**config.mk**
```make
export PLATFORM = sky130hd
export DESIGN_NAME = uart_rx_frontend
export DESIGN_NICKNAME = d
export VERILOG_FILES = /design/src/rtl/uart_rx_frontend.sv
export SDC_FILE = /design/constraint.sdc
export NUM_CORES = 1
export LEC_CHECK = 0
export CAP_MARGIN = 10
export CORE_UTILIZATION = 30
export DETAILED_ROUTE_END_ITERATION = 10
export GPL_TIMING_DRIVEN = 0
export PLACE_DENSITY = 0.55
export SETUP_SLACK_MARGIN = 0.3
export SLEW_MARGIN = 20
export SYNTH_ARGS = -nofsm -noshare
export SYNTH_HDL_FRONTEND = slang
export SYNTH_SLANG_ARGS = --single-unit
```
**constraint.sdc**
```tcl
create_clock -name clk_i -period 5.1 [get_ports clk_i]
set_input_delay 0.51 -clock clk_i [delete_from_list [all_inputs] [get_ports clk_i]]
set_output_delay 0.51 -clock clk_i [all_outputs]
set_load 0.02 [all_outputs]
```
**src/rtl/uart_rx_frontend.sv**
```systemverilog
// UART 8N1 receive front-end: pad synchroniser, 16x oversampler, frame FSM
// and a small first-word-fall-through receive FIFO with error flags.
module uart_rx_frontend #(
  parameter int OVS_DIV    = 27,
  parameter int FIFO_DEPTH = 8
) (
  input  logic                          clk_i,
  input  logic                          rst_i,
  input  logic                          rx_i,
  output logic [7:0]                    data_o,
  output logic                          valid_o,
  input  logic                          ready_i,
  output logic [$clog2(FIFO_DEPTH):0]   fifo_level_o,
  output logic                          overrun_o,
  output logic                          frame_err_o,
  output logic                          break_o,
  input  logic                          clear_i
);
  localparam int AW = $clog2(FIFO_DEPTH);
  localparam int LW = AW + 1;

  typedef enum logic [1:0] {S_IDLE, S_START, S_DATA, S_STOP} state_t;

  logic          r_sync1, r_sync2, r_rx_d;
  logic [15:0]   r_div;
  logic [3:0]    r_phase;
  state_t        r_state, w_state_n;
  logic [2:0]    r_bit;
  logic [7:0]    r_shift;
  logic          r_wait_hi;
  logic          r_frame_err, r_break;
  logic [7:0]    r_mem [FIFO_DEPTH];
  logic [AW-1:0] r_wr, r_rd;
  logic [LW-1:0] r_level;
  logic          r_overrun;

  logic w_rx_s, w_fall, w_tick, w_samp;
  logic w_push, w_ferr, w_pop, w_full, w_wr;

  assign w_rx_s = r_sync2;
  assign w_fall = r_rx_d & ~r_sync2;
  assign w_tick = (r_state != S_IDLE) && (r_div == 16'(OVS_DIV - 1));
  assign w_samp = w_tick && (r_phase == 4'd7);

  // Two-flop synchroniser plus a delayed copy for falling-edge detection.
  always_ff @(posedge clk_i) begin
    if (rst_i) begin
      r_sync1 <= 1'b1;
      r_sync2 <= 1'b1;
      r_rx_d  <= 1'b1;
    end else begin
      r_sync1 <= rx_i;
      r_sync2 <= r_sync1;
      r_rx_d  <= r_sync2;
    end
  end

  // Oversample divider and 16-phase counter; both parked at 0 while idle so
  // every frame is timed from its own start edge.
  always_ff @(posedge clk_i) begin
    if (rst_i || r_state == S_IDLE) begin
      r_div   <= '0;
      r_phase <= '0;
    end else if (w_tick) begin
      r_div   <= '0;
      r_phase <= r_phase + 4'd1;
    end else begin
      r_div   <= r_div + 16'd1;
    end
  end

  // Frame state register.
  always_ff @(posedge clk_i) begin
    if (rst_i) r_state <= S_IDLE;
    else       r_state <= w_state_n;
  end

  // Next-state logic; stop-bit sample decides between push and frame error.
  always_comb begin
    w_state_n = r_state;
    w_push    = 1'b0;
    w_ferr    = 1'b0;
    unique case (r_state)
      S_IDLE:  if (!r_wait_hi && w_fall) w_state_n = S_START;
      S_START: if (w_samp) w_state_n = w_rx_s ? S_IDLE : S_DATA;
      S_DATA:  if (w_samp && r_bit == 3'd7) w_state_n = S_STOP;
      S_STOP: begin
        if (w_samp) begin
          w_state_n = S_IDLE;
          w_push    = w_rx_s;
          w_ferr    = ~w_rx_s;
        end
      end
      default: w_state_n = S_IDLE;
    endcase
  end

  // Data shifter, bit index, error pulses and the re-arm guard that keeps a
  // held break from re-triggering start detection.
  always_ff @(posedge clk_i) begin
    if (rst_i) begin
      r_bit       <= '0;
      r_shift     <= '0;
      r_wait_hi   <= 1'b0;
      r_frame_err <= 1'b0;
      r_break     <= 1'b0;
    end else begin
      r_frame_err <= w_ferr;
      r_break     <= w_ferr && (r_shift == 8'h00);
      if (r_state == S_START && w_samp) r_bit <= '0;
      if (r_state == S_DATA && w_samp) begin
        r_shift <= {w_rx_s, r_shift[7:1]};
        r_bit   <= r_bit + 3'd1;
      end
      if (w_ferr)                            r_wait_hi <= 1'b1;
      else if (r_state == S_IDLE && w_rx_s)  r_wait_hi <= 1'b0;
    end
  end

  assign w_pop  = valid_o & ready_i;
  assign w_full = (r_level == LW'(FIFO_DEPTH));
  assign w_wr   = w_push && (!w_full || w_pop);

  // FIFO storage; contents need no reset since the level gates data_o.
  always_ff @(posedge clk_i) begin
    if (w_wr) r_mem[r_wr] <= r_shift;
  end

  // FIFO pointers, occupancy and sticky overrun (clear wins over set).
  always_ff @(posedge clk_i) begin
    if (rst_i) begin
      r_wr      <= '0;
      r_rd      <= '0;
      r_level   <= '0;
      r_overrun <= 1'b0;
    end else begin
      if (w_wr)  r_wr <= r_wr + AW'(1);
      if (w_pop) r_rd <= r_rd + AW'(1);
      case ({w_wr, w_pop})
        2'b10:   r_level <= r_level + LW'(1);
        2'b01:   r_level <= r_level - LW'(1);
        default: r_level <= r_level;
      endcase
      if (clear_i)              r_overrun <= 1'b0;
      else if (w_push && !w_wr) r_overrun <= 1'b1;
    end
  end

  assign valid_o      = (r_level != '0);
  assign data_o       = valid_o ? r_mem[r_rd] : 8'h00;
  assign fifo_level_o = r_level;
  assign overrun_o    = r_overrun;
  assign frame_err_o  = r_frame_err;
  assign break_o      = r_break;

endmodule

```
# After elaboration in Yosys (flattened, before gate mapping)
# Memory sizes are Yosys's and may differ from the RTL's. A register that Yosys moved wholly into a read port is not among the register bits.
# Index checks and enable logic that the tools add are counted.
[word_totals]
elab_cells = 84
ram_bits = 64
register_bits = 50
in_bits = 5
output_inout_bits = 16
mem_count = 1
[memory_table]
columns = ["memory", "depth", "width", "read_ports", "rd_clocked_by_memory_dff", "write_ports", "line", "text"]
rows = [
  ["r_mem", 8, 8, 1, 1, 1, "32", "logic [7:0] r_mem [FIFO_DEPTH];"],
]
[op_classes]
n_reduce_logical = 25
eq_ne = 13
mux = 20
n_addsub = 7
bitwise_logic = 3
[op_table]
columns = ["operator", "n"]
rows = [
  ["$add A16 B1 Y16 const B", 1],
  ["$eq A16 B5 Y1 const B", 1],
  ["$mux W3", 4],
  ["$logic_and A1 B1 Y1", 10],
  ["$mux W2", 5],
  ["$add A3 B1 Y3 const B", 3],
  ["$add A4 B1 Y4 const B", 2],
  ["$logic_not A8 Y1", 1],
  ["$mux W1", 8],
  ["$mux W8", 1],
  ["$pmux W2 S4", 1],
  ["$pmux W4 S2", 1],
  ["$reduce_bool A2 Y1", 4],
  ["$eq A2 B2 Y1 const B", 3],
  ["$ne A2 B2 Y1 const B", 3],
  ["$eq A2 B1 Y1 const B", 2],
  ["$eq A4 B3 Y1 const B", 1],
  ["$eq A4 B4 Y1 const B", 1],
  ["$reduce_and A4 Y1", 1],
  ["$reduce_bool A4 Y1", 1],
  ["$reduce_or A2 Y1", 2],
  ["$sub A4 B1 Y4 const B", 1],
  ["$eq A3 B3 Y1 const B", 1],
  ["$logic_not A1 Y1", 3],
  ["5 further kinds", 7],
]

# Longest topological paths before layout
# Gate-level depths: netlist of run 1.
[logic_depth]
word_depth = 8
mapped_depth = 14
depth_no_buf = 13

# Least setup slack after synthesis of run 1
# No wires, ideal clock.
[synth_timing]
path_type = "flip-flop to flip-flop"
start = "reg r_level[0] (netlist: fifo_level_o[0])"
end = "reg r_level[3] (netlist: fifo_level_o[3])"
path_buffers = 1
setup_time_ps = 121
required_ps = 4979
arrival_ps = 2606
setup_slack_ps = 2373
stages_incl_launch_ff = 13
synth_period_minus_slack_ps = 2727
cell_sequence = "dfxtp_1 > nor4_4 > inv_2 > and2_1 > buf_2 > nand2_1 > inv_1 > ha_1 > a21o_1 > a21oi_1 > nor3_1 > mux2i_1 > mux2_2"
[synth_between]
elab_chain_len = 6
word_cells_on_any_way = 12
cone_classes = "add/sub (2); eq/ne (3); mux (1); bitwise (1); reduce/logical (5)"
[synth_rtl]
columns = ["element", "line", "text"]
rows = [
  ["start: declaration", "34", "logic [LW-1:0] r_level;"],
  ["start signal: assignment", "140", "2'b10: r_level <= r_level + LW'(1);"],
  ["start signal: assignment", "141", "2'b01: r_level <= r_level - LW'(1);"],
  ["start signal: assignment", "142", "default: r_level <= r_level;"],
  ["$reduce_bool A4 Y1 *", "149", "assign valid_o = (r_level != '0);"],
  ["named net valid_o", "11", "output logic valid_o,"],
  ["$and A1 B1 Y1 *", "120", "assign w_pop = valid_o & ready_i;"],
  ["$logic_or A1 B1 Y1", "122", "assign w_wr = w_push && (!w_full || w_pop);"],
  ["$logic_and A1 B1 Y1", "122", ""],
  ["$eq A2 B1 Y1 / $eq A2 B2 Y1 (equally long branches)", "139", "case ({w_wr, w_pop})"],
  ["$pmux W4 S2 / $reduce_bool A2 Y1 (equally long branches)", "-", ""],
]
# The timed path passes the listed nets; every way through them passes the cells marked *.
# A chain may end at the register's enable or synchronous reset.

==> flow_summary_export.csv, run 1 <==
group,metric,value,unit
outcome,status,"finished clean",
logic_synthesis,synth_top_area_share,39.2,%
cts,clk_pin_slew,0.05,ns
setup_path,cp_max_fo,10,
die,num_rows,46,
grt,antenna_found_initial,0,
power,combPwrFrac,10.3,%
route,wl_met2,4.63,mm
route,routed_wl,9.73,mm
cells_and_area,layout-drive-gt1-share,16.2,%
cts,clk_path_buf_depth,2,
route,ant_nets,0,
die,io_pins,21,
logic_synthesis,synthFlopType,"edfxtp_1",
cells_and_area,nets,447,
cells_and_area,areaGrowthSynthToFinish,23.4,%
setup_path,cp.arrival,3.05,ns
cts,root_buffer,"clkbuf_16",
cts,worstSkewPairLatency,0.41,ns
setup_path,path_class,"register to primary output",
route,wl_per_cell,14.7,um
cts,post-cts-setup-buffer-count,0,
power,swShare,22.9,%
power,power,2.52,mW
die,die-area,16800,um^2
timing,min_period,3.56,ns
timing,period_share,69.8,%
setup_path,cp.required,4.59,ns
route,wl_met3,450,um
cts,holdBufCountCts,0,
route,top_layer,"met4",
route,drt_iter0_drc,212,
timing,slew_viol_final,0,
timing,hold_viol,0,
job,maxCapViolCount,0,
logic_synthesis,ys_types,45,
power,internal_power,1.94,mW
grt,overflow,0,
timing,rsz0062_at_grt,"no",
logic_synthesis,synthesis.area,4900,um^2
grt,grt_use_total,12.9,%
timing,fin_tns_setup,0,ns
grt,grt_max_degree,17,
die,die_h,130,um
route,avgViaCountPerCell,4.75,
cts,clkSinkCount,117,
cells_and_area,fin_util,38.1,%
timing,relSlewSlack,35.5,%
die,start_util,30.8,%
timing,maxClockFrequency,281,MHz
logic_synthesis,yosysTopAreaCell,"edfxtp_1",
power,power_leakage,1.99,nW
cells_and_area,n_antenna_cell,0,
route,drt_first_pass_iters,4,
power,clkPwrFrac,49.6,%
grt,grt_pass1_vias,3075,
route,wirelength_met1,4.48,mm
route,route.detailed.drc,0,
logic_synthesis,avgSynthCellArea,12.6,um^2
cts,cts_resized,0,
cells_and_area,postLayoutCellArea,6050,um^2
power,p_seq_share,40.0,%
power,ir_drop,239,uV
setup_path,setup.worst_path.start_class,"register",
power,p_sw,0.577,mW
route,vias,3139,
cts,numCtsBuffers,17,
logic_synthesis,async_reset_ff_share,0,%
logic_synthesis,ys_seq_elements,117,
placement,dpl.hpwl,6.66,mm
power,pwr_density_cell,416,nW/um^2
logic_synthesis,seq_area_frac_synth,60.9,%
grt,grt_pass1_wl,15.8,mm
setup_path,crit_path_end_kind,"primary output",
timing,tightest_slew,0.964,ns
die,coreArea,15900,um^2
logic_synthesis,synth_warnings,0,
logic_synthesis,synthCells,390,
logic_synthesis,synth_area_leaders,"edfxtp_1 (39%), dfxtp_1 (22%), mux4_2 (7.4%)",
logic_synthesis,synth-edff-count,64,
cts,cts_htree_levels,4,
timing,setup_viol,0,
placement,port_buffers,20,
timing,skew,0.00841,ns
die,die_w,130,um
placement,gp_congestion,0.768,
worst_hold_path,hp-class,"register to register",
cts,cts_tree,"built",
placement,post_dp_cell_area,5420,um^2
logic_synthesis,syn_nets,405,
[layer usage]
| metal | vias to the layer above | GRT usage, % |
|---|---|---|
| met4 | 0 | 6.50 |
| li1 | 1534 | - |
| met1 | 1531 | 15.6 |
| met2 | 64 | 20.1 |
| met3 | 10 | 4.72 |
| met5 | - | 0 |
[cell usage after synthesis, drive strengths merged (2+ instances only)]
| cell type | count |
|---|---|
| clkbuf | 11 |
| xor2 | 15 |
| inv | 7 |
| mux2 | 2 |
| and3 | 8 |
| nor4 | 9 |
| edfxtp | 64 |
| ha | 9 |
| nand4b | 2 |
| mux4 | 16 |
| dfxtp | 53 |
| nor2 | 43 |
| or2 | 5 |
| nor4b | 3 |
| nor3 | 12 |
| buf | 6 |
| and2 | 4 |
| or4 | 2 |
| nand3 | 19 |
| mux2i | 11 |
| a211oi | 2 |
| o21ai | 11 |
| and3b | 2 |
| nand3b | 3 |
| nand2 | 29 |
| a21oi | 14 |
| xnor2 | 6 |
| nand2b | 2 |
| nand4 | 6 |
| a31oi | 6 |
[layout make-up]
cell class	instances	area (um^2)
plain buffers	17	72.6
clock buffers	18	429
clock inverters	14	200
fillers	1542	9840
inverters	7	26.3
multi-input cells	249	1840
flip-flops and latches	117	2980
well taps	216	270
repair buffers	23	223
[through the flow]
stage,std cells,setup WS (ns),hold slack (ns)
global route,661,1.28,0.433
CTS,661,1.43,0.417
global placement,626,1.35,0.392
finish,661,1.54,0.412
floorplan,390,2.37,0.389
detailed placement,629,1.88,0.404
[cells in the final DEF, fill, tap and decap left out, types with 4 or more instances in the layout]
| master | n |
|---|---|
| nand4_1 | 6 |
| buf_4 | 4 |
| clkdlybuf4s50_1 | 20 |
| nor3_1 | 8 |
| and3_1 | 8 |
| nor4_1 | 6 |
| ha_1 | 9 |
| nand3_1 | 19 |
| edfxtp_1 | 64 |
| nand2_1 | 29 |
| xnor2_1 | 6 |
| bufinv_16 | 4 |
| a31oi_1 | 6 |
| clkbuf_1 | 11 |
| mux2i_1 | 11 |
| xor2_1 | 15 |
| o21ai_0 | 11 |
| clkbuf_16 | 17 |
| or2_2 | 5 |
| inv_1 | 6 |
| mux4_2 | 16 |
| a21oi_1 | 14 |
| nor2_1 | 43 |
| dfxtp_1 | 53 |
| nor3_2 | 4 |
[final timing paths]
kind / start / end / slack [ns] / cells after the start
worst min-delay path: r_sync1 / r_sync2 / 0.41 / 1
worst max-delay path: register / data_o[2] / 1.54 / 6
worst min register to register: r_sync1 / r_sync2 / 0.41 / 1
worst max register to register: fifo_level_o[0] / fifo_level_o[3] / 2.09 / 12
[registers in the layout, summed over array words and instances (netlist names), named ones only]
signal and cells:
r_phase 4, r_sync1 1, r_wr 3, r_wait_hi 1
r_rx_d 1, r_mem 64, r_state 1, break_o 1
overrun_o 1, r_div 16, r_sync2 1, r_bit 3
r_shift 8, frame_err_o 1, r_rd 3, fifo_level_o 4
[logic make-up (layout without fill, tap and decap cells)]
group / Yosys count / count (layout) / share of synthesized area [%]
compound gates: 36 / 36 / 4.16
mux: 29 / 29 / 10.1
fa+ha+maj: 10 / 10 / 2.71
buf+inv: 24 / 79 / 2.02
xor+xnor: 21 / 21 / 3.75
flops: 117 / 117 / 60.9
simple gates: 153 / 153 / 16.4
[power groups by stage]
stage / registers (mW) / logic, mW / clock network, mW
2_1_floorplan: 1.03 / 0.170 / 0
3_3_place_gp: 1.03 / 0.262 / 0
3_5_place_dp: 1.03 / 0.265 / 0
4_1_cts: 1.01 / 0.266 / 1.28
5_1_grt: 1.01 / 0.283 / 1.32
6_report: 1.01 / 0.260 / 1.25
[critical path, stage by stage, from the launching register on]
cell	delay [ns]
dfxtp_1	0.31
clkbuf_1	0.46
buf_2	0.47
mux4_2	0.55
mux2i_1	0.21
nor2_1	0.07
clkdlybuf4s50_1	0.57
No activity file was read; power rests on OpenSTA's default activity.
==> run 2: changes to the inputs <==
==> constraint.sdc (replaced) <==
create_clock -name clk_i -period 3.5 [get_ports clk_i]
set_input_delay 0.35 -clock clk_i [delete_from_list [all_inputs] [get_ports clk_i]]
set_output_delay 0.35 -clock clk_i [all_outputs]
set_load 0.02 [all_outputs]
==> flow_summary_export.csv, run 2 (synthesized netlist as in run 1, its figures left out) <==
group,metric,value,unit
timing,maxClockFrequency,331,MHz
placement,dpl.hpwl,6.66,mm
cts,clkSinkCount,117,
timing,period_share,86.2,%
die,io_pins,21,
setup_path,r2r_cells,12,
cells_and_area,layout_commonest_cell,"edfxtp_1",
grt,overflow,0,
route,route.detailed.drc,0,
setup_path,cp.buffers_inverters,3,
timing,skew,0.00795,ns
placement,post-place-ws,0.437,ns
power,power_leakage,2.00,nW
grt,grt_use_total,12.9,%
cells_and_area,fin_util,38.2,%
setup_path,setup.worst_path.start_class,"register",
cts,worstSkewPairLatency,0.41,ns
timing,tightest_slew,0.940,ns
route,ant_nets,0,
route,avgViaCountPerCell,4.74,
setup_path,r2r-start,"r_div[8]",
power,pwr_density_cell,607,nW/um^2
route,drt_first_pass_iters,5,
cts,numCtsBuffers,17,
setup_path,cpMaxStageDelayCell,"clkdlybuf4s50_1",
placement,gp_congestion,0.768,
timing,worst_slack,0.483,ns
setup_path,worst_r2r_endpoint,"fifo_level_o[3]",
cts,cts_htree_levels,4,
setup_path,rrSetupSlack,0.65,ns
placement,place_inst,629,
worst_hold_path,holdPathEnd,"r_sync2",
die,die_w,130,um
cells_and_area,largest_reg_flops,64,
cts,holdBufCountCts,0,
cts,cts_tree,"built",
timing,setup_viol,0,
setup_path,cp.required,3.15,ns
route,vias,3138,
setup_path,path_class,"register to primary output",
grt,grt_pass1_wl,15.8,mm
setup_path,cp_cell_sequence,"clkbuf_2 -> buf_4 -> mux4_2 -> mux2i_1 -> nor2_1 -> clkdlybuf4s50_1",
placement,port_buffers,20,
cells_and_area,postLayoutCellArea,6070,um^2
die,die_h,130,um
grt,antenna_found_initial,0,
die,num_rows,46,
power,power,3.68,mW
timing,min_period,3.02,ns
die,start_util,30.8,%
cells_and_area,largest_register,"r_mem",
route,routed_wl,9.75,mm
placement,post_dp_cell_area,5420,um^2
setup_path,slowest_delay,0.54,ns
cells_and_area,fill_cells,1541,
cells_and_area,areaGrowthSynthToFinish,23.9,%
timing,slew_viol_final,0,
cells_and_area,final_cells,662,
cells_and_area,nets,448,
setup_path,crit_path_end_kind,"primary output",
cts,root_buffer,"clkbuf_16",
setup_path,critPathTopFamily,"buffers and inverters",
cells_and_area,top_regs,"r_mem (64), r_div (16), r_shift (8)",
worst_hold_path,min_from,"r_sync1",
die,die-area,16800,um^2
setup_path,cp_max_fo,10,
grt,grt_max_degree,17,
route,drt_iter0_drc,205,
cts,clk_pin_slew,0.05,ns
cells_and_area,final_cell_mix,"edfxtp_1 (64), dfxtp_1 (53), nor2_1 (43)",
cells_and_area,n_antenna_cell,0,
timing,hold_viol,0,
power,ir_drop,348,uV
worst_hold_path,hold_path_depth,1,
cells_and_area,layout-drive-gt1-share,17.3,%
grt,grt_pass1_vias,3075,
route,wl_per_cell,14.7,um
cts,clk_path_buf_depth,2,
worst_hold_path,hp-class,"register to register",
timing,rsz0062_at_grt,"no",
die,coreArea,15900,um^2
setup_path,cp.arrival,2.67,ns
job,maxCapViolCount,0,
timing,relSlewSlack,36.9,%
outcome,status,"finished clean",
==> run 2: cell count changes in the layout (fill, tap and decap cells not counted), sizes merged <==
cell    delta
clkbuf     +1
==> run 2: routing by layer <==
metal  global-route usage, %  wire [um]  up-vias
met5                       0          0        -
met1                    15.6       4490     1508
met3                    4.72        453       16
met4                    6.50        187        0
li1                        -          -     1533
met2                    20.1       4620       81
==> run 2: cell type report <==
| class | instances | area (um^2) | share of cell area [%] |
|---|---|---|---|
| sequential | 117 | 2980 | 49.2 |
| multi-input combinational | 249 | 1850 | 30.5 |
| clock buffer | 18 | 429 | 7.07 |
| tap | 216 | 270 | 4.45 |
| timing repair buffer | 24 | 230 | 3.79 |
| clock inverter | 14 | 200 | 3.30 |
| buffer | 17 | 78.8 | 1.30 |
| inverter | 7 | 26.3 | 0.433 |
==> run 2: repair_timing <==
item,4_1_cts,5_1_grt
setup buffers,0,1
pin swaps,0,1
gates resized for setup,3,2
setup endpoints to repair,8,4
==> run 2: worst max-delay path by stage <==
| stage | start | endpoint | cells past startpoint |
|---|---|---|---|
| floorplan | fifo_level_o[0] | fifo_level_o[3] | 12 |
| global placement | r_div[5] | r_mem[0][1] | 4 |
| detailed placement | register | data_o[2] | 6 |
| CTS | register | data_o[2] | 6 |
| global route | register | data_o[2] | 6 |
| finish | register | data_o[2] | 6 |
==> run 2: per-stage QoR <==
| stage | setup TNS, ns | hold WS, ns |
|---|---|---|
| floorplan | 0 | 0.389 |
| global placement | -1.32 | 0.392 |
| detailed placement | 0 | 0.404 |
| CTS | 0 | 0.417 |
| global route | 0 | 0.433 |
| finish | 0 | 0.412 |
==> run 2: where the power goes <==
part	switching [mW]	internal [mW]
Clock	0.623	1.20
Combinational	0.203	0.190
Sequential	0.0184	1.45
Total	0.845	2.84
